==> config.mk <==
export PLATFORM = sky130hd
export DESIGN_NAME = sync_pipeline_ctrl
export DESIGN_NICKNAME = d
export VERILOG_FILES = /design/src/rtl/sync_pipeline_ctrl.sv
export SDC_FILE = /design/constraint.sdc
export NUM_CORES = 1
export LEC_CHECK = 0
export ABC_AREA = 1
export CORE_ASPECT_RATIO = 0.7
export CORE_MARGIN = 2
export CORE_UTILIZATION = 53
export CTS_CLUSTER_SIZE = 14
export DETAILED_ROUTE_END_ITERATION = 12
export PLACE_DENSITY_LB_ADDON = 0.05
export SETUP_SLACK_MARGIN = 0.4
export SLEW_MARGIN = 20
export SYNTH_ARGS = -nofsm -noshare
export SYNTH_HDL_FRONTEND = slang
export SYNTH_SLANG_ARGS = --single-unit
==> constraint.sdc <==
create_clock -name clk_25 -period 3.9 [get_ports clk_25]
set_input_delay 0.585 -clock clk_25 [delete_from_list [all_inputs] [get_ports clk_25]]
set_output_delay 0.585 -clock clk_25 [all_outputs]
set_load 0.03 [all_outputs]
==> src/rtl/sync_pipeline_ctrl.sv <==
module sync_pipeline_ctrl #(
  parameter int XW    = 10,
  parameter int YW    = 10,
  parameter int RW    = 5,
  parameter int GW    = 6,
  parameter int BW    = 5,
  parameter int DEPTH = 4
) (
  input  logic                        clk_25,
  input  logic                        rst_n,
  input  logic                        clear,
  input  logic [XW+YW+23:0]           q,
  input  logic                        rdempty,
  output logic                        rdclk,
  output logic                        rdreq,
  output logic [XW-1:0]               query_x,
  output logic [YW-1:0]               query_y,
  output logic                        start,
  input  logic [XW-1:0]               return_x,
  input  logic [YW-1:0]               return_y,
  input  logic [RW-1:0]               r,
  input  logic [GW-1:0]               g,
  input  logic [BW-1:0]               b,
  input  logic                        ready,
  output logic                        val,
  output logic [XW-1:0]               sync_x,
  output logic [YW-1:0]               sync_y,
  output logic [RW-1:0]               dvi_r,
  output logic [GW-1:0]               dvi_g,
  output logic [BW-1:0]               dvi_b,
  output logic [RW-1:0]               ccd_r,
  output logic [GW-1:0]               ccd_g,
  output logic [BW-1:0]               ccd_b,
  output logic [$clog2(DEPTH+1)-1:0]  inflight,
  output logic [15:0]                 mismatch_cnt,
  output logic                        err
);

  localparam int CW = $clog2(DEPTH + 1);
  localparam int PW = $clog2(DEPTH);

  typedef struct packed {
    logic [XW-1:0] x;
    logic [YW-1:0] y;
    logic [RW-1:0] r;
    logic [GW-1:0] g;
    logic [BW-1:0] b;
  } entry_t;

  entry_t          mem_q [DEPTH];
  entry_t          in_entry;
  entry_t          head;

  logic [PW-1:0]   wr_ptr_q, wr_ptr_d;
  logic [PW-1:0]   rd_ptr_q, rd_ptr_d;
  logic [CW-1:0]   count_q, count_d;
  logic [CW-1:0]   credits_q, credits_d;
  logic [CW-1:0]   drain_q, drain_d;
  logic [CW-1:0]   outstanding;
  logic [CW-1:0]   credit_ret;
  logic            rd_pend_q, rd_pend_d;
  logic            push, pop;

  logic            start_q, start_d;
  logic [XW-1:0]   query_x_q, query_x_d;
  logic [YW-1:0]   query_y_q, query_y_d;
  logic            val_q, val_d;
  logic [XW-1:0]   sync_x_q, sync_x_d;
  logic [YW-1:0]   sync_y_q, sync_y_d;
  logic [RW-1:0]   dvi_r_q, dvi_r_d;
  logic [GW-1:0]   dvi_g_q, dvi_g_d;
  logic [BW-1:0]   dvi_b_q, dvi_b_d;
  logic [RW-1:0]   ccd_r_q, ccd_r_d;
  logic [GW-1:0]   ccd_g_q, ccd_g_d;
  logic [BW-1:0]   ccd_b_q, ccd_b_d;
  logic [15:0]     mismatch_q, mismatch_d;
  logic            err_q, err_d;

  logic            unused_q_bits;

  // Colour LSBs below the output widths are dropped by truncation.
  assign unused_q_bits = ^q;

  always_comb begin
    in_entry.x = q[XW+YW+23 -: XW];
    in_entry.y = q[YW+23 -: YW];
    in_entry.r = q[23 -: RW];
    in_entry.g = q[15 -: GW];
    in_entry.b = q[7 -: BW];
  end

  assign head        = mem_q[rd_ptr_q];
  assign outstanding = drain_q + count_q;
  assign rdreq       = !rdempty && (credits_q != '0) && !clear && (drain_q == '0);

  always_comb begin
    wr_ptr_d   = wr_ptr_q;
    rd_ptr_d   = rd_ptr_q;
    count_d    = count_q;
    drain_d    = drain_q;
    rd_pend_d  = rdreq;
    push       = 1'b0;
    pop        = 1'b0;
    credit_ret = '0;
    start_d    = 1'b0;
    query_x_d  = query_x_q;
    query_y_d  = query_y_q;
    val_d      = 1'b0;
    sync_x_d   = sync_x_q;
    sync_y_d   = sync_y_q;
    dvi_r_d    = dvi_r_q;
    dvi_g_d    = dvi_g_q;
    dvi_b_d    = dvi_b_q;
    ccd_r_d    = ccd_r_q;
    ccd_g_d    = ccd_g_q;
    ccd_b_d    = ccd_b_q;
    mismatch_d = mismatch_q;
    err_d      = err_q;

    if (clear) begin
      // Queued entries become drain debt; a ready in this cycle settles one
      // of them, and a word read last cycle is dropped with its credit.
      wr_ptr_d   = '0;
      rd_ptr_d   = '0;
      count_d    = '0;
      mismatch_d = '0;
      err_d      = 1'b0;
      drain_d    = outstanding;
      if (ready && (outstanding != '0)) begin
        drain_d    = outstanding - CW'(1);
        credit_ret = credit_ret + CW'(1);
      end
      if (rd_pend_q) begin
        credit_ret = credit_ret + CW'(1);
      end
    end else begin
      if (rd_pend_q) begin
        push      = 1'b1;
        start_d   = 1'b1;
        query_x_d = in_entry.x;
        query_y_d = in_entry.y;
      end
      if (ready) begin
        if (drain_q != '0) begin
          drain_d    = drain_q - CW'(1);
          credit_ret = CW'(1);
        end else if (count_q != '0) begin
          pop        = 1'b1;
          val_d      = 1'b1;
          sync_x_d   = return_x;
          sync_y_d   = return_y;
          dvi_r_d    = head.r;
          dvi_g_d    = head.g;
          dvi_b_d    = head.b;
          ccd_r_d    = r;
          ccd_g_d    = g;
          ccd_b_d    = b;
          credit_ret = CW'(1);
          if (((head.x != return_x) || (head.y != return_y)) && (mismatch_q != '1)) begin
            mismatch_d = mismatch_q + 16'd1;
          end
        end else begin
          err_d = 1'b1;
        end
      end
      if (push) begin
        wr_ptr_d = wr_ptr_q + PW'(1);
      end
      if (pop) begin
        rd_ptr_d = rd_ptr_q + PW'(1);
      end
      count_d = count_q + CW'(push) - CW'(pop);
    end

    credits_d = credits_q - CW'(rdreq) + credit_ret;
  end

  always_ff @(posedge clk_25 or negedge rst_n) begin
    if (!rst_n) begin
      wr_ptr_q   <= '0;
      rd_ptr_q   <= '0;
      count_q    <= '0;
      credits_q  <= CW'(DEPTH);
      drain_q    <= '0;
      rd_pend_q  <= 1'b0;
      start_q    <= 1'b0;
      query_x_q  <= '0;
      query_y_q  <= '0;
      val_q      <= 1'b0;
      sync_x_q   <= '0;
      sync_y_q   <= '0;
      dvi_r_q    <= '0;
      dvi_g_q    <= '0;
      dvi_b_q    <= '0;
      ccd_r_q    <= '0;
      ccd_g_q    <= '0;
      ccd_b_q    <= '0;
      mismatch_q <= '0;
      err_q      <= 1'b0;
    end else begin
      wr_ptr_q   <= wr_ptr_d;
      rd_ptr_q   <= rd_ptr_d;
      count_q    <= count_d;
      credits_q  <= credits_d;
      drain_q    <= drain_d;
      rd_pend_q  <= rd_pend_d;
      start_q    <= start_d;
      query_x_q  <= query_x_d;
      query_y_q  <= query_y_d;
      val_q      <= val_d;
      sync_x_q   <= sync_x_d;
      sync_y_q   <= sync_y_d;
      dvi_r_q    <= dvi_r_d;
      dvi_g_q    <= dvi_g_d;
      dvi_b_q    <= dvi_b_d;
      ccd_r_q    <= ccd_r_d;
      ccd_g_q    <= ccd_g_d;
      ccd_b_q    <= ccd_b_d;
      mismatch_q <= mismatch_d;
      err_q      <= err_d;
    end
  end

  always_ff @(posedge clk_25) begin
    if (push) begin
      mem_q[wr_ptr_q] <= in_entry;
    end
  end

  assign rdclk        = clk_25;
  assign start        = start_q;
  assign query_x      = query_x_q;
  assign query_y      = query_y_q;
  assign val          = val_q;
  assign sync_x       = sync_x_q;
  assign sync_y       = sync_y_q;
  assign dvi_r        = dvi_r_q;
  assign dvi_g        = dvi_g_q;
  assign dvi_b        = dvi_b_q;
  assign ccd_r        = ccd_r_q;
  assign ccd_g        = ccd_g_q;
  assign ccd_b        = ccd_b_q;
  assign inflight     = count_q;
  assign mismatch_cnt = mismatch_q;
  assign err          = err_q;

endmodule
==> results of run 1 <==
-- cells by family after synthesis --
group | Yosys count | synth area share, %
AND/OR/NAND/NOR | 563 | 22.02
flip-flops | 249 | 65.96
buffers and inverters | 102 | 4.083
AO/OA/AOI/OAI | 77 | 4.012
XOR/XNOR | 19 | 1.579
adder cells (fa/ha/maj) | 18 | 2.350
-- cells in the final DEF (no fill, tap or decap), types with 3 or more instances in the layout --
cell and instances:
sky130_fd_sc_hd__nor2_2 4, sky130_fd_sc_hd__nand2_1 332, sky130_fd_sc_hd__dfrtp_1 101, sky130_fd_sc_hd__fa_1 3
sky130_fd_sc_hd__xnor2_1 3, sky130_fd_sc_hd__clkbuf_1 6, sky130_fd_sc_hd__bufinv_16 3, sky130_fd_sc_hd__nor2_4 5
sky130_fd_sc_hd__clkdlybuf4s50_1 171, sky130_fd_sc_hd__nand3_1 75, sky130_fd_sc_hd__a21oi_1 6, sky130_fd_sc_hd__nand3b_1 9
sky130_fd_sc_hd__nor2_1 114, sky130_fd_sc_hd__clkbuf_16 27, sky130_fd_sc_hd__ha_1 15, sky130_fd_sc_hd__a31oi_1 18
sky130_fd_sc_hd__nor3_1 3, sky130_fd_sc_hd__buf_4 11, sky130_fd_sc_hd__inv_1 52, sky130_fd_sc_hd__clkinv_1 5
sky130_fd_sc_hd__xor2_1 16, sky130_fd_sc_hd__dfrtp_2 3, sky130_fd_sc_hd__o21ai_0 48, sky130_fd_sc_hd__nand4_1 17
sky130_fd_sc_hd__buf_12 5, sky130_fd_sc_hd__clkbuf_8 4, sky130_fd_sc_hd__edfxtp_1 144, sky130_fd_sc_hd__inv_2 3
-- state kept, by name, indices dropped and copies added, names as in the netlist, 5 cells and up --
| register | cells |
|---|---|
| mismatch_cnt | 16 |
| sync_y | 10 |
| query_x | 10 |
| ccd_r | 5 |
| dvi_b | 5 |
| ccd_g | 6 |
| query_y | 10 |
| mem_q | 144 |
| dvi_r | 5 |
| ccd_b | 5 |
| dvi_g | 6 |
| sync_x | 10 |
-- how the worst max path moves through the flow --
| stage | cells past startpoint | start | end | slack (ns) |
|---|---|---|---|---|
| after floorplan | 16 | inflight[0] | credits_q[2] | 0.66 |
| after global placement | 16 | inflight[0] | credits_q[2] | 0.69 |
| after detailed placement | 16 | inflight[0] | credits_q[2] | 0.63 |
| after CTS | 3 | clk_25 | rdclk | 0.53 |
| after global routing | 15 | inflight[1] | credits_q[2] | 0.43 |
| final | 3 | clk_25 | rdclk | 0.54 |
-- critical path, stage by stage --
cell	delay [ns]
sky130_fd_sc_hd__clkbuf_16	0.12
sky130_fd_sc_hd__clkbuf_16	0.13
sky130_fd_sc_hd__clkdlybuf4s50_1	0.58
-- what timing repair did --
action | CTS | global route
resized for setup | 0 | 2
setup buffers | 0 | 0
endpoints found under the setup margin | 0 | 2
-- area by class of cell --
| cell class | count | area, sq um |
|---|---|---|
| multi-input cells | 677 | 3198 |
| repair buffers | 186 | 1884 |
| clock buffers | 38 | 763.2 |
| fillers | 1498 | 6145 |
| clock inverters | 10 | 138.9 |
| inverters | 57 | 214.0 |
| well taps | 270 | 337.8 |
| flip-flops and latches | 249 | 6957 |
-- layer usage --
metal / global-route usage, % / vias to the layer above / share of wire (%)
li1: - / 3753 / -
met5: 0 / - / 0
met3: 4.432 / 28 / 5.8
met2: 38.15 / 210 / 46
met4: 5.075 / 0 / 1.3
met1: 32.59 / 3672 / 47
-- cell usage after synthesis (6+ instances only) --
master / n
sky130_fd_sc_hd__o21ai_0: 48
sky130_fd_sc_hd__buf_2: 11
sky130_fd_sc_hd__dfrtp_1: 104
sky130_fd_sc_hd__edfxtp_1: 144
sky130_fd_sc_hd__clkbuf_1: 26
sky130_fd_sc_hd__nand4_1: 17
sky130_fd_sc_hd__nand2_1: 332
sky130_fd_sc_hd__nand3_1: 75
sky130_fd_sc_hd__xor2_1: 16
sky130_fd_sc_hd__nand3b_1: 9
sky130_fd_sc_hd__nor2_1: 120
sky130_fd_sc_hd__inv_1: 52
sky130_fd_sc_hd__a21oi_1: 6
sky130_fd_sc_hd__a31oi_1: 18
sky130_fd_sc_hd__ha_1: 15
-- power groups by stage --
stage	registers (mW)	clock network (mW)	logic [mW]
after floorplan	3.84	0.0384	0.552
after global placement	3.32	0.0427	1.86
after detailed placement	3.32	0.0427	1.90
after CTS	3.28	2.61	1.91
after global routing	3.32	2.73	2.06
final	3.28	2.58	1.89
==> summary.md, run 1 <==
| Metric | Value |
|---|---|
| Outcome | `finished, final reports clean` |
| Number of global-route vias before repair | `7296` |
| YS warnings | `0` |
| Final std cells w/o fill | `1487` |
| HPWL after DPL | `14.49 mm` |
| Average detailed-routed wire length per instance | `16.06 um` |
| Share of synthesized area occupied by flip-flops and latches | `65.96%` |
| R2r setup slk | `0.73 ns` |
| Latest clock arrival within the worst-skew pair | `0.63 ns` |
| Critical path class | `clk -> out` |
| Capture instance of the worst register-to-register path | `credits_q[2]` |
| Number of pins exceeding their max-slew limit in the final report | `0` |
| Congestion Overflow GR | `0` |
| Library cell occupying the most area in the post-synthesis netlist | `sky130_fd_sc_hd__edfxtp_1` |
| Count of flip-flops with a built-in enable after synthesis | `144` |
| Count of endpoints failing setup in the final report | `0` |
| Area Growth Syn to Fin | `28.00%` |
| Post-Syn Instances | `1028` |
| Cell area after layout | `13490 sq um` |
| Synthesized Nets | `1131` |
| Antenna violations before repair | `0` |
| Commonest register cell after synthesis | `sky130_fd_sc_hd__edfxtp_1` |
| Area share of the largest cell type after synthesis | `41.02%` |
| TritonCTS clock tree | `done` |
| Setup repair after global routing missed its margin | `false` |
| Normalized max-slew margin | `44.30%` |
| Top cells by area, synth | `sky130_fd_sc_hd__edfxtp_1 (41%), sky130_fd_sc_hd__dfrtp_1 (25%), sky130_fd_sc_hd__nand2_1 (12%)` |
| Sw power | `2.309 mW` |
| CTS clk-pin slew, worst paths | `0.06 ns` |
| Final Power | `7.750 mW` |
| Weighted congestion at the end of routability-driven global placement | `0.8264` |
| Number of buffers inserted by port buffering | `172` |
| DRC violation count after routing | `0` |
| Worst min path class | `in -> async` |
| Setup WS post-layout | `0.5386 ns` |
| Max Cap Violations | `0` |
| GRT Total Usage | `23.19%` |
| Post-synthesis instance area | `10540 sq um` |
| Area of the core | `19640 sq um` |
| Actual transition at the worst max-transition pin | `0.8343 ns` |
| Die height | `122.0 um` |
| Hold violation count in the final report | `0` |
| Final cell utilization of the core | `68.71%` |
| Post-synthesis async set-or-reset flop share | `42.17%` |
| Int Power | `5.441 mW` |
| Hold bufs inserted after CTS | `0` |
| Largest net degree at the start of global routing | `106` |
| Startpoint types | `clock port` |
| DP Cell Count | `1440` |
| Initial Util | `53.68%` |
| Combinational cell fraction of total power | `24.4%` |
| Sequential share of power | `42.3%` |
| X dimension of the die | `172.6 um` |
| Pwr Density | `574.3 nW/um^2` |
| Average via count per standard cell | `5.153` |
| R2r startpoint | `inflight[0]` |
| Fraction of layout cells with a size suffix above 1 | `5.998%` |
| FF-to-FF path depth | `16` |
| Vias post-DR | `7663` |
| Switching power share of the total | `29.79%` |
| Signal arrival time at the worst endpoint | `2.78 ns` |
| Post-layout nets | `1302` |
| Critical path peak fanout | `2` |
| Antenna Nets Post-Route | `0` |
| Leakage power summed over all cells | `5.740 nW` |
| # diodes | `0` |
| Flip-flop and latch count after synthesis | `249` |
| Data required time of the worst path | `3.31 ns` |
| Wirelength, routed | `23.88 mm` |
| Capturing element type of the critical path | `output pin` |
| Number of distinct library cells after synthesis | `34` |
| Worst-case setup slack after placement | `0.6343 ns` |
| Full die area | `21050 sq um` |
| Average footprint of a synthesized cell | `10.25 sq um` |
| DRT Pass-1 Iters | `5` |
| Count of boundary I/O pins | `181` |
| Initial drt markers | `508` |
| Skew final | `0.01541 ns` |
| Placement Rows | `43` |
| Wire length of the first global-routing pass | `38.35 mm` |
| Peak ir drop on the vdd network | `480.6 uV` |
| Smallest hold slack | `0.03939 ns` |
| Clk pwr share | `33.2%` |
| Instance area after placement | `12600 sq um` |
| Setup TNS | `0 ns` |
(Power assumes the default switching activity.)
==> inputs of run 2 (changes only) <==
--- a/config.mk
+++ b/config.mk
@@ -11,6 +11,7 @@
 export CORE_UTILIZATION = 53
 export CTS_CLUSTER_SIZE = 14
 export DETAILED_ROUTE_END_ITERATION = 12
+export GPL_ROUTABILITY_DRIVEN = 0
 export PLACE_DENSITY_LB_ADDON = 0.05
 export SETUP_SLACK_MARGIN = 0.4
 export SLEW_MARGIN = 20
==> results of run 2 <==
The final DEF is identical to that of run 1; final timing and power are the same.
==> inputs of run 3 (changes only) <==
--- a/config.mk
+++ b/config.mk
@@ -12,7 +12,7 @@
 export CTS_CLUSTER_SIZE = 14
 export DETAILED_ROUTE_END_ITERATION = 12
 export GPL_ROUTABILITY_DRIVEN = 0
-export PLACE_DENSITY_LB_ADDON = 0.05
+export PLACE_DENSITY = 0.76
 export SETUP_SLACK_MARGIN = 0.4
 export SLEW_MARGIN = 20
 export SYNTH_ARGS = -nofsm -noshare
==> run 3 against run 2 <==
  * Global-route usage grew 0.85 points
  * Combinational power is essentially flat
  * Flip-flop and latch count is the same
  * Highest routed layer unchanged
  * Die area is the same
  * Clock-buffer cell count shrank 1
  * Power grew 0.54%
  * Sequential share of layout area is essentially flat
==> summary.md, run 3 (same netlist as run 1, synthesis figures left out) <==
| Metric | Value |
|---|---|
| Area occupied by multi-input gates | `3206 sq um (+0.23%)` |
| Area Growth Syn to Fin | `28.05% (about the same)` |
| Pwr Density | `577.2 nW/um^2 (+0.50%)` |
| Crit-path leading delay family | `buffers and inverters` |
| Setup repair after global routing missed its margin | `false` |
| Outcome | `finished, final reports clean` |
| Cell breakdown of the critical path | `clkbuf_16 > clkbuf_16 > clkdlybuf4s50_1` |
| HPWL after DPL | `15.40 mm (+6.3%)` |
| Critical path class | `clk -> out` |
| Full die area | `21050 sq um (unchanged)` |
| Number of buffers inserted by port buffering | `172 (unchanged)` |
| CTS clk-pin slew, worst paths | `0.06 ns (about the same)` |
| DRC violation count after routing | `0 (unchanged)` |
| X dimension of the die | `172.6 um (unchanged)` |
| Antenna violations before repair | `0 (unchanged)` |
| Average via count per standard cell | `5.257 (+2.0%)` |
| Critical path peak fanout | `2 (unchanged)` |
| Sequential cell area | `6957 sq um (unchanged)` |
| Largest register by flop count | `mem_q` |
| Smallest hold slack | `0.004725 ns (-0.03467 ns)` |
| Wirelength, routed | `24.80 mm (+3.8%)` |
| Most common library cell in the layout ignoring fill and taps | `sky130_fd_sc_hd__nand2_1` |
| Placement Rows | `43 (unchanged)` |
| Fraction of layout cells with a size suffix above 1 | `6.317% (+0.32 points)` |
| Congestion Overflow GR | `0 (unchanged)` |
| Area of the core | `19640 sq um (unchanged)` |
| Peak ir drop on the vdd network | `445.3 uV (-7.3%)` |
| Startpoint types | `clock port` |
| # diodes | `0 (unchanged)` |
| Number of pins exceeding their max-slew limit in the final report | `0 (unchanged)` |
| Leakage power summed over all cells | `5.748 nW (+0.15%)` |
| Most frequent cell on the critical path | `sky130_fd_sc_hd__clkbuf_16` |
| Post-layout nets | `1305 (+0.23%)` |
| TritonCTS clock tree | `done` |
| GRT Total Usage | `24.04% (+0.85 points)` |
| Die height | `122.0 um (unchanged)` |
| R2r startpoint | `inflight[0]` |
| Number of global-route vias before repair | `7575 (+3.8%)` |
| Hold bufs inserted after CTS | `0 (unchanged)` |
| Total buffers and inverters traversed by the critical path | `3 (unchanged)` |
| Cell count along the critical path | `3 (unchanged)` |
| Actual transition at the worst max-transition pin | `0.8013 ns (-0.03302 ns)` |
| Signal arrival time at the worst endpoint | `2.77 ns (about the same)` |
| Worst min path class | `in -> async` |
| Vias post-DR | `7828 (+2.2%)` |
| Final Power | `7.791 mW (+0.54%)` |
| Wire length of the first global-routing pass | `39.85 mm (+3.9%)` |
| Crit. Startpoint | `clk_25` |
| Data required time of the worst path | `3.31 ns (about the same)` |
| Capturing element type of the critical path | `output pin` |
| Count of endpoints failing setup in the final report | `0 (unchanged)` |
| Highest-count cells in the layout ignoring fill and taps | `sky130_fd_sc_hd__nand2_1 (332), sky130_fd_sc_hd__clkdlybuf4s50_1 (171), sky130_fd_sc_hd__edfxtp_1 (144), sky130_fd_sc_hd__nor2_1 (114), sky130_fd_sc_hd__dfrtp_1 (101)` |
| Normalized max-slew margin | `46.50% (+2.2 points)` |
| Library cell contributing the largest single delay on the critical path | `sky130_fd_sc_hd__clkdlybuf4s50_1` |
| FILL cells | `1456 (-2.8%)` |
| Skew final | `0.006805 ns (-0.008609 ns)` |
| Initial drt markers | `771 (+52%)` |
| Count of boundary I/O pins | `181 (unchanged)` |
| Latest clock arrival within the worst-skew pair | `0.63 ns (about the same)` |
| Flip-flop count of the largest register, all copies and words added | `144 (unchanged)` |
| Initial Util | `53.68% (unchanged)` |
| FF-to-FF path depth | `16 (unchanged)` |
| Capture instance of the worst register-to-register path | `credits_q[2]` |
| Average detailed-routed wire length per instance | `16.66 um (+3.7%)` |
| Final cell utilization of the core | `68.74% (about the same)` |
| Delay of the slowest cell on the worst path | `0.58 ns (about the same)` |
| R2r setup slk | `0.65 ns (-0.08 ns)` |
| Antenna Nets Post-Route | `0 (unchanged)` |
| Setup TNS | `0 ns (unchanged)` |
| Hold violation count in the final report | `0 (unchanged)` |
| Largest net degree at the start of global routing | `73 (-31%)` |
| DRT Pass-1 Iters | `5 (unchanged)` |
| Max Cap Violations | `0 (unchanged)` |
-- run 3: worst register-to-register path, stage by stage (launching register included) --
cell,delay [ns]
sky130_fd_sc_hd__dfrtp_1,0.39
sky130_fd_sc_hd__ha_1,0.16
sky130_fd_sc_hd__inv_1,0.05
sky130_fd_sc_hd__fa_1,0.42
sky130_fd_sc_hd__xor2_2,0.17
sky130_fd_sc_hd__xor2_1,0.18
sky130_fd_sc_hd__inv_1,0.06
sky130_fd_sc_hd__ha_1,0.18
sky130_fd_sc_hd__nor2_2,0.18
sky130_fd_sc_hd__inv_1,0.12
sky130_fd_sc_hd__nand3_1,0.09
sky130_fd_sc_hd__o2111ai_1,0.12
sky130_fd_sc_hd__ha_1,0.29
sky130_fd_sc_hd__inv_1,0.04
sky130_fd_sc_hd__ha_1,0.19
sky130_fd_sc_hd__fa_1,0.38
sky130_fd_sc_hd__xnor2_1,0.16
-- run 3: area by class of cell --
class | instances | share of cell area (%)
clock inverter | 10 | 0.9548
timing repair buffer | 189 | 14.03
tap | 270 | 2.503
inverter | 57 | 1.585
clock buffer | 37 | 5.636
multi-input combinational | 677 | 23.75
sequential | 249 | 51.54
-- run 3: metrics by stage --
stage	std cells	setup slack, ns	area (sq um)
6_report	1489	0.5407	13500
5_1_grt	1489	0.3943	13500
4_1_cts	1487	0.5229	13470
3_5_place_dp	1441	0.5446	12590
3_3_place_gp	1441	0.7273	12590
2_1_floorplan	1028	0.6596	10540
-- run 3: per-layer routing --
metal	wire length [um]	global-route usage [%]	share of wire, %	up-vias
met4	474	6.197	1.9	0
met2	11640	39.16	47	256
met1	11130	33.59	45	3773
met5	0	0	0	-
li1	-	-	-	3757
met3	1548	4.806	6.2	42
-- run 3: how the worst max path moves through the flow --
stage	to	slack (ns)
2_1_floorplan	credits_q[2]	0.66
3_3_place_gp	credits_q[2]	0.73
3_5_place_dp	credits_q[2]	0.54
4_1_cts	credits_q[2]	0.52
5_1_grt	credits_q[2]	0.39
6_report	rdclk	0.54
-- run 3: power breakdown --
group | internal (mW) | switching, mW
clock network | 1.56 | 1.02
logic | 0.779 | 1.14
registers | 3.11 | 0.180
total | 5.45 | 2.34
-- run 3: repair_timing --
item / CTS / global route
buffers inserted: 0 / 2
setup endpoints to repair: 0 / 2
resized for setup: 0 / 3
